### config.mk
export PLATFORM = sky130hd
export DESIGN_NAME = traffic_phase_ctrl
export DESIGN_NICKNAME = d
export VERILOG_FILES = /design/src/rtl/traffic_pkg.sv /design/src/rtl/ped_request_latch.sv /design/src/rtl/traffic_phase_ctrl.sv
export SDC_FILE = /design/constraint.sdc
export NUM_CORES = 1
export LEC_CHECK = 0
export ABC_AREA = 1
export CAP_MARGIN = 30
export CORE_MARGIN = 5
export CORE_UTILIZATION = 35
export CTS_BUF_LIST = sky130_fd_sc_hd__clkbuf_8
export DETAILED_ROUTE_END_ITERATION = 8
export PLACE_DENSITY = 0.64
export SLEW_MARGIN = 10
export SYNTH_ARGS = -nofsm -noshare
export SYNTH_HDL_FRONTEND = slang
export SYNTH_SLANG_ARGS = --single-unit
### constraint.sdc
create_clock -name Clk -period 6 [get_ports Clk]
set_input_delay 0.6 -clock Clk [delete_from_list [all_inputs] [get_ports Clk]]
set_output_delay 0.6 -clock Clk [all_outputs]
set_load 0.02 [all_outputs]
### src/rtl/traffic_pkg.sv
// Shared definitions for the traffic phase controller.
//   - phase_e   : 3-bit phase encoding, NS green through pedestrian walk
//   - dir_e     : which road gets green after a pedestrian walk
//   - LampR/Y/G : one-hot lamp codes, bit order {Red, Yellow, Green}
//   - MaxPhase  : largest legal phase length for the 7-bit timer
//   - lamp_decode / phase_len_ok helpers
package traffic_pkg;

  // Largest legal phase length. Anything above this is rejected at elaboration.
  localparam int unsigned MaxPhase = 124;

  // Width of the external phase-timer count.
  localparam int unsigned CntW = 7;

  typedef enum logic [2:0] {
    StNsGreen  = 3'd0,
    StNsYellow = 3'd1,
    StAllRedA  = 3'd2,
    StEwGreen  = 3'd3,
    StEwYellow = 3'd4,
    StAllRedB  = 3'd5,
    StPedWalk  = 3'd6
  } phase_e;

  typedef enum logic {
    DirNs = 1'b0,
    DirEw = 1'b1
  } dir_e;

  // One-hot lamp codes; MSB is Red, LSB is Green.
  localparam logic [2:0] LampR = 3'b100;
  localparam logic [2:0] LampY = 3'b010;
  localparam logic [2:0] LampG = 3'b001;

  typedef struct packed {
    logic [2:0] ns;
    logic [2:0] ew;
    logic       walk;
  } lamps_t;

  // Lamp pattern for a phase. Every phase not listed keeps both roads red,
  // so an illegal state code can never show two non-red roads.
  function automatic lamps_t lamp_decode(phase_e phase);
    lamps_t lamps;
    lamps.ns   = LampR;
    lamps.ew   = LampR;
    lamps.walk = 1'b0;
    case (phase)
      StNsGreen:  lamps.ns   = LampG;
      StNsYellow: lamps.ns   = LampY;
      StEwGreen:  lamps.ew   = LampG;
      StEwYellow: lamps.ew   = LampY;
      StPedWalk:  lamps.walk = 1'b1;
      default:    ;
    endcase
    return lamps;
  endfunction

  function automatic bit phase_len_ok(int unsigned len);
    return (len >= 1) && (len <= MaxPhase);
  endfunction

endpackage

### src/rtl/ped_request_latch.sv
// Pedestrian request latch.
// Edge-detects the level request, holds a pending flag until the controller
// enters the walk phase, and pulses the acknowledge on the first walk cycle.
//   clk_i        : system clock, rising edge
//   clear_i      : synchronous active-high clear
//   ped_req_i    : pedestrian request level
//   enter_walk_i : controller is moving into the walk phase this cycle
//   pending_o    : a request is waiting to be served
//   ped_ack_o    : one-cycle acknowledge, high on the first walk cycle
module ped_request_latch (
  input  logic clk_i,
  input  logic clear_i,
  input  logic ped_req_i,
  input  logic enter_walk_i,
  output logic pending_o,
  output logic ped_ack_o
);

  logic ped_req_q, ped_req_d;
  logic pending_q, pending_d;
  logic ack_q, ack_d;
  logic req_rise;

  // Only a fresh rising edge counts, so a request held after its
  // acknowledge never triggers a second walk.
  assign req_rise = ped_req_i & ~ped_req_q;

  always_comb begin
    ped_req_d = ped_req_i;
    pending_d = pending_q;
    if (enter_walk_i) begin
      pending_d = 1'b0;
    end
    // A new edge on the serving cycle belongs to the next walk, so it wins.
    if (req_rise) begin
      pending_d = 1'b1;
    end
    ack_d = enter_walk_i;
  end

  always_ff @(posedge clk_i) begin
    if (clear_i) begin
      ped_req_q <= 1'b0;
      pending_q <= 1'b0;
      ack_q     <= 1'b0;
    end else begin
      ped_req_q <= ped_req_d;
      pending_q <= pending_d;
      ack_q     <= ack_d;
    end
  end

  assign pending_o = pending_q;
  assign ped_ack_o = ack_q;

endmodule

### src/rtl/traffic_phase_ctrl.sv
// Two-road traffic-light phase controller with a pedestrian walk phase.
// Sequences NS green/yellow, all-red, EW green/yellow, all-red, and inserts
// a walk phase after an all-red when a pedestrian request is pending. Each
// phase is timed by an external 7-bit counter that this block clears and
// enables.
//   Clk      : system clock, rising edge
//   Clear    : synchronous active-high reset
//   Q        : timer count, Q[0] is the MSB
//   PedReq   : pedestrian request level, held until PedAck
//   CntClear : timer synchronous clear
//   CntCount : timer count enable
//   NS_Lamp  : NS one-hot {Red, Yellow, Green}
//   EW_Lamp  : EW one-hot {Red, Yellow, Green}
//   Walk     : pedestrian walk lamp
//   PedAck   : one-cycle request acknowledge
module traffic_phase_ctrl
  import traffic_pkg::*;
#(
  parameter int unsigned GREEN_T  = 100,
  parameter int unsigned YELLOW_T = 20,
  parameter int unsigned ALLRED_T = 5,
  parameter int unsigned WALK_T   = 60
) (
  input  logic       Clk,
  input  logic       Clear,
  input  logic [0:6] Q,
  input  logic       PedReq,
  output logic       CntClear,
  output logic       CntCount,
  output logic [0:2] NS_Lamp,
  output logic [0:2] EW_Lamp,
  output logic       Walk,
  output logic       PedAck
);

  // Phase lengths must fit the 7-bit timer with headroom.
  if (!phase_len_ok(GREEN_T) || !phase_len_ok(YELLOW_T) ||
      !phase_len_ok(ALLRED_T) || !phase_len_ok(WALK_T)) begin : gen_bad_param
    $fatal(1, "traffic_phase_ctrl: phase lengths must be within 1..124");
  end

  // Last count value of each phase.
  localparam logic [CntW-1:0] GreenLast  = CntW'(GREEN_T - 1);
  localparam logic [CntW-1:0] YellowLast = CntW'(YELLOW_T - 1);
  localparam logic [CntW-1:0] AllRedLast = CntW'(ALLRED_T - 1);
  localparam logic [CntW-1:0] WalkLast   = CntW'(WALK_T - 1);

  phase_e          state_q, state_d;
  dir_e            next_dir_q, next_dir_d;
  lamps_t          lamps_q, lamps_d;
  logic [CntW-1:0] q_val;
  logic [CntW-1:0] phase_last;
  logic            terminal;
  logic            enter_walk;
  logic            pending;

  // Q is declared [0:6] with Q[0] as MSB, so a plain copy keeps the weight.
  assign q_val = Q;

  always_comb begin
    case (state_q)
      StNsGreen, StEwGreen:   phase_last = GreenLast;
      StNsYellow, StEwYellow: phase_last = YellowLast;
      StAllRedA, StAllRedB:   phase_last = AllRedLast;
      StPedWalk:              phase_last = WalkLast;
      default:                phase_last = '0;
    endcase
  end

  // Greater-or-equal so an overshooting count still ends the phase.
  assign terminal = (q_val >= phase_last);

  // The timer registers these, so Q reads zero on the first cycle of each phase.
  assign CntClear = Clear | terminal;
  assign CntCount = ~Clear & ~terminal;

  always_comb begin
    state_d    = state_q;
    next_dir_d = next_dir_q;
    enter_walk = 1'b0;
    if (terminal) begin
      case (state_q)
        StNsGreen:  state_d = StNsYellow;
        StNsYellow: state_d = StAllRedA;
        StAllRedA: begin
          next_dir_d = DirEw;
          if (pending) begin
            state_d    = StPedWalk;
            enter_walk = 1'b1;
          end else begin
            state_d = StEwGreen;
          end
        end
        StEwGreen:  state_d = StEwYellow;
        StEwYellow: state_d = StAllRedB;
        StAllRedB: begin
          next_dir_d = DirNs;
          if (pending) begin
            state_d    = StPedWalk;
            enter_walk = 1'b1;
          end else begin
            state_d = StNsGreen;
          end
        end
        StPedWalk:  state_d = (next_dir_q == DirEw) ? StEwGreen : StNsGreen;
        default:    state_d = StNsGreen;
      endcase
    end
    // Lamps are registered alongside the state so they decode the new phase.
    lamps_d = lamp_decode(state_d);
  end

  always_ff @(posedge Clk) begin
    if (Clear) begin
      state_q    <= StNsGreen;
      next_dir_q <= DirEw;
      lamps_q    <= lamp_decode(StNsGreen);
    end else begin
      state_q    <= state_d;
      next_dir_q <= next_dir_d;
      lamps_q    <= lamps_d;
    end
  end

  ped_request_latch u_ped_request_latch (
    .clk_i        (Clk),
    .clear_i      (Clear),
    .ped_req_i    (PedReq),
    .enter_walk_i (enter_walk),
    .pending_o    (pending),
    .ped_ack_o    (PedAck)
  );

  assign NS_Lamp = lamps_q.ns;
  assign EW_Lamp = lamps_q.ew;
  assign Walk    = lamps_q.walk;

endmodule

**Word level (Yosys, flattened, before mapping)**

Index checks and enable logic that the tools add are counted.
Widths: inputs -> output; s select.

- Register bits after elaboration: 14
- Input port bits: 10
- Output and inout bits: 10
- Logic and storage cells: 48

- Order comparisons: 1
- Equal/unequal tests: 10
- Multiplexer cells: 15
- Bitwise operators: 6
- Reduce and logical (&&, ||, !) cells: 8

Operators by type and width:

| operator | count |
|---|---|
| $pmux 7 s4 | 1 |
| $pmux 3 s7 | 1 |
| $eq 3x3->1 const B | 5 |
| $pmux 3 s2 | 2 |
| $eq 3x2->1 const B | 3 |
| $mux 3 | 3 |
| $ge 7x7->1 | 1 |
| $eq 3x1->1 const B | 2 |
| $logic_not 3->1 | 2 |
| $mux 1 | 6 |
| $reduce_or 2->1 | 3 |
| $reduce_bool 2->1 | 2 |
| $not 1->1 | 3 |
| $and 1x1->1 | 2 |
| $mux 2 | 1 |
| $pmux 1 s2 | 1 |
| $reduce_and 2->1 | 1 |
| $or 1x1->1 | 1 |

**Logic depth before layout (Yosys ltp)**

- Depth after elaboration: 7
- Gate-level depth with buffers: 18
- Mapped depth without buffers: 18

**Modules after synthesis**

Synthesis repeated with hierarchy kept, for this count alone.

- Cell total of the unflattened synthesis: 130
- Area total of the unflattened synthesis: 923.4 sq um

By module, submodules not included:

| module | instances | cells each | area each (sq um) | seq. area each (sq um) |
|---|---|---|---|---|
| traffic_phase_ctrl | 1 | 118 | 822.0 | 220.2 |
| ped_request_latch | 1 | 12 | 101.3 | 60.1 |

**Least setup slack after synthesis**

OpenSTA, ideal clock, no wires.

- Path type: register -> output
- From: register state_q[2]
- To: output CntClear
- Arrival: 1.982 ns
- Required time: 5.400 ns
- Setup slack: 3.418 ns
- Stages on the path, launching flop included: 12
- Buffers on the path: 0
- Cell sequence: dfxtp_1 > inv_2 > nor2_1 > nand2_1 > o21a_1 > ha_1 > nand2_2 > inv_2 > a21oi_4 > nand2_4 > nor2_1 > inv_1

- Cells in the longest elaborated chain, start to end: 5
- Elaborated cells between the ends (all ways): 13
- Classes of those cells: 1 x order compare; 6 x eq/ne; 1 x mux; 1 x bitwise; 4 x reduce/logical

Ends and longest elaborated chain:

| what | RTL line | RTL |
|---|---|---|
| start: declaration | traffic_phase_ctrl.sv:48 | `phase_e state_q, state_d;` |
| start signal: assignment | traffic_phase_ctrl.sv:115 | `state_q <= StNsGreen;` |
| start signal: assignment | traffic_phase_ctrl.sv:119 | `state_q <= state_d;` |
| $eq 3x3->1 (tied with other cells) | traffic_phase_ctrl.sv:61 | `case (state_q)` |
| $reduce_or 2->1, on equally long branches | -- |  |
| $pmux 7 s4 (*) | traffic_phase_ctrl.sv:61 |  |
| $ge 7x7->1 (*) | traffic_phase_ctrl.sv:71 | `assign terminal = (q_val >= phase_last);` |
| $or 1x1->1 (*) | traffic_phase_ctrl.sv:74 | `assign CntClear = Clear \| terminal;` |
| end: declaration | traffic_phase_ctrl.sv:28 | `output logic CntClear,` |

Every way passes the cells marked *; elsewhere a longest branch is shown, timed or not.

**Final worst setup path**

- From: register state_q[2]
- To: output CntCount

- Cells in the longest elaborated chain, start to end: 6
- Elaborated cells between the ends (all ways): 14
- Classes of those cells: 1 x order compare; 6 x eq/ne; 1 x mux; 2 x bitwise; 4 x reduce/logical

Ends and longest elaborated chain:

| what | RTL line | RTL |
|---|---|---|
| $eq 3x3->1 (tied with other cells) | traffic_phase_ctrl.sv:61 |  |
| $reduce_or 2->1, on equally long branches | -- |  |
| $pmux 7 s4 (*) | traffic_phase_ctrl.sv:61 |  |
| $ge 7x7->1 (*) | traffic_phase_ctrl.sv:71 |  |
| $not 1->1 (*) | traffic_phase_ctrl.sv:75 | `assign CntCount = ~Clear & ~terminal;` |
| $and 1x1->1 (*) | traffic_phase_ctrl.sv:75 |  |
| end: declaration | traffic_phase_ctrl.sv:29 | `output logic CntCount,` |

Marked as above.

==> impl_metrics.toml <==
[run_status]
status = "finished, final reports clean"

[clocking]
cts_resized = 0
cts.sinks = 14
clk_latency_ns = 0.23
holdBufCountCts = 0
cts_max_level = 1
post_cts_buffers = 0
clockBufferDepth = 2
numCtsBuffers = 3
tritoncts = "done"
cts.clk_slew.worst_paths_ns = 0.05
root_buffer = "clkbuf_8"

[die]
coreArea_sq_um = 2430
num_rows = 18
initial_core_util_pct = 36.0
top_level_ports = 20
fp.dieH_um = 60.0
die_w_um = 60.0
die-area_sq_um = 3600

[sta]
setup_viol = 0
final.period_utilization_pct = 54.9
worstMarginPinSlew_ns = 0.372
maxSlewViolCount = 0
hold_slack_ns = 0.431
fin_ws_ns = 2.70
fin_crit_ns = 3.30
max_freq_mhz = 303
finClkSkew_ns = 0.000259
rsz0062_at_grt = "false"
maxSlewHeadroom_pct = 75.2
hold_viol_final = 0
setup_tns_ns = 0

[finish]
drive_gt1_share_pct = 21.4
area_growth_pct = 29.9
multi_input_area_sq_um = 497
nNetsFinal = 159
diodes = 0
final_common_cell = "nand2_1"
final_cell_mix = "22 x nand2_1, 19 x inv_1, 19 x clkdlybuf4s50_1, 14 x dfxtp_1"
regArea_sq_um = 280
nFillCells = 251
final_cells = 170

[worst_hold_path]
hold_depth = 1
min_path_type = "reg2reg"

[routing]
drcViolationCount = 0
routed_wl_um = 1610
routedWlPerCell_um = 9.47
dr.pass1.iters = 4
ant_nets = 0
drt_iter0_markers = 14
num_vias = 762
via_per_inst = 4.48

[power_and_ir_drop]
ir_drop_uv = 308
power_leakage_nw = 0.556
p_sw_mw = 0.308
power.share.combinational_pct = 66.5
power_switching_share_pct = 48.3
p_seq_share_pct = 22.4
powerDensity_nw_per_um2 = 563
p_clk_share_pct = 11.1
p_int_mw = 0.331

[synthesis]
syn_inst = 119
ys_warn_count = 0
synth_fp_nets = 136
netlist_area_sq_um = 875
ys_seq_area_share_pct = 32.0
syn_avg_cell_area_sq_um = 7.35
yosys_register_bits = 14
ys_types = 22
yosysTopAreaCell = "dfxtp_1"
yosysTopAreaCellShare_pct = 32.0
netlist_top_cells_area = "dfxtp_1 32%, ha_1 10%, nand2_1 9.4%"

[worst_setup_path]
cp-start-kind = "register"
reg2reg_slack_ns = 3.80
path_class = "reg2out"
cp.arrival_ns = 2.70
crit_fanout = 7
worst_ep_required_time_ns = 5.40
r2r_cells = 13
cp-end-kind = "primary output"

[job]
maxCapViolations = 0

[global_route]
grt_pass1_vias = 720
gr-usage-all-layers_pct = 10.3
grt_overflow = 0
antenna_found_initial = 0
grt_max_degree = 9
grt_pass1_wl_um = 2850

[placed_design]
hpwlAfterDp_um = 1370
dp_cells = 167
routabilityCongestion = 0.813
pre_cts_slack_ns = 2.83
io_buffers = 19
==> power groups by stage <==
stage,clock network (mW),logic [mW],registers (mW)
after detailed placement,0,0.427,0.145
after global routing,0.0787,0.473,0.147
after floorplan,0,0.322,0.154
after global placement,0,0.420,0.144
final,0.0712,0.425,0.143
after CTS,0.0750,0.430,0.143
==> layer usage <==
metal	track usage, %	wire length (um)	share of wire [%]	vias to the layer above
met1	12.8	741	46	334
met2	16.7	779	48	12
met5	0	0	0	-
li1	-	-	-	416
met3	4.32	89	5.5	0
met4	1.90	0	0	0
==> state kept, by name, summed over array words and instances (netlist names) <==
| signal | cells |
|---|---|
| state_q | 3 |
| u_ped_request_latch.ped_ack_o | 1 |
| EW_Lamp | 3 |
| next_dir_q | 1 |
| u_ped_request_latch.pending_o | 1 |
| u_ped_request_latch.ped_req_q | 1 |
| Walk | 1 |
| NS_Lamp | 3 |
==> through the flow <==
step	total power, mW	utilization, %	instance area [sq um]
finish	0.639	46.7	1140
CTS	0.648	46.7	1140
detailed placement	0.572	45.0	1090
floorplan	0.476	-	875
global route	0.699	46.7	1140
global placement	0.565	45.0	1090
==> worst max-delay path: stages (launching register included) <==
cell and delay [ns]:
dfxtp_1 0.43, inv_2 0.11, nor2_1 0.18, nand2_1 0.11, o21a_1 0.13, ha_1 0.28, nand2_2 0.08, inv_2 0.04
a21oi_4 0.23, nand2_4 0.10, nor2_1 0.14, clkdlybuf4s50_1 0.62
==> path summary, 6_finish.rpt <==
check	startpoint	to
setup / recovery	state_q[2]$_SDFF_PP0_	CntCount
hold / removal	u_ped_request_latch.ped_req_q$_SDFF_PP0_	u_ped_request_latch.pending_o$_SDFFE_PP0P_
setup reg to reg	state_q[2]$_SDFF_PP0_	EW_Lamp[0]$_SDFF_PP1_
hold reg to reg	u_ped_request_latch.ped_req_q$_SDFF_PP0_	u_ped_request_latch.pending_o$_SDFFE_PP0P_
==> layout make-up <==
type	instances	share of cell area [%]
inverter	24	7.93
timing repair buffer	19	16.7
multi-input combinational	80	43.7
sequential	14	24.7
clock buffer	3	3.63
tap	30	3.30
==> synth_stat cells <==
library cell,number
nand2_1,22
inv_1,19
dfxtp_1,14
nand2_2,10
nor2_1,10
nand3_1,8
ha_1,7
inv_2,5
a21oi_1,3
nand3_2,3
nor2_2,3
nor2_4,3
nand4_1,2
o21ai_1,2
a21oi_4,1
buf_4,1
nand2_4,1
nor3_2,1
o21a_1,1
o21ai_0,1
o21bai_1,1
o32ai_1,1
==> cells by family after synthesis <==
logic type | synth area share [%]
flip-flops | 32.0
AO/OA/AOI/OAI | 8.01
AND/OR/NAND/NOR | 38.8
buffers and inverters | 11.2
adder cells (fa/ha/maj) | 10.0
No activity file was read; power rests on OpenSTA's default activity.
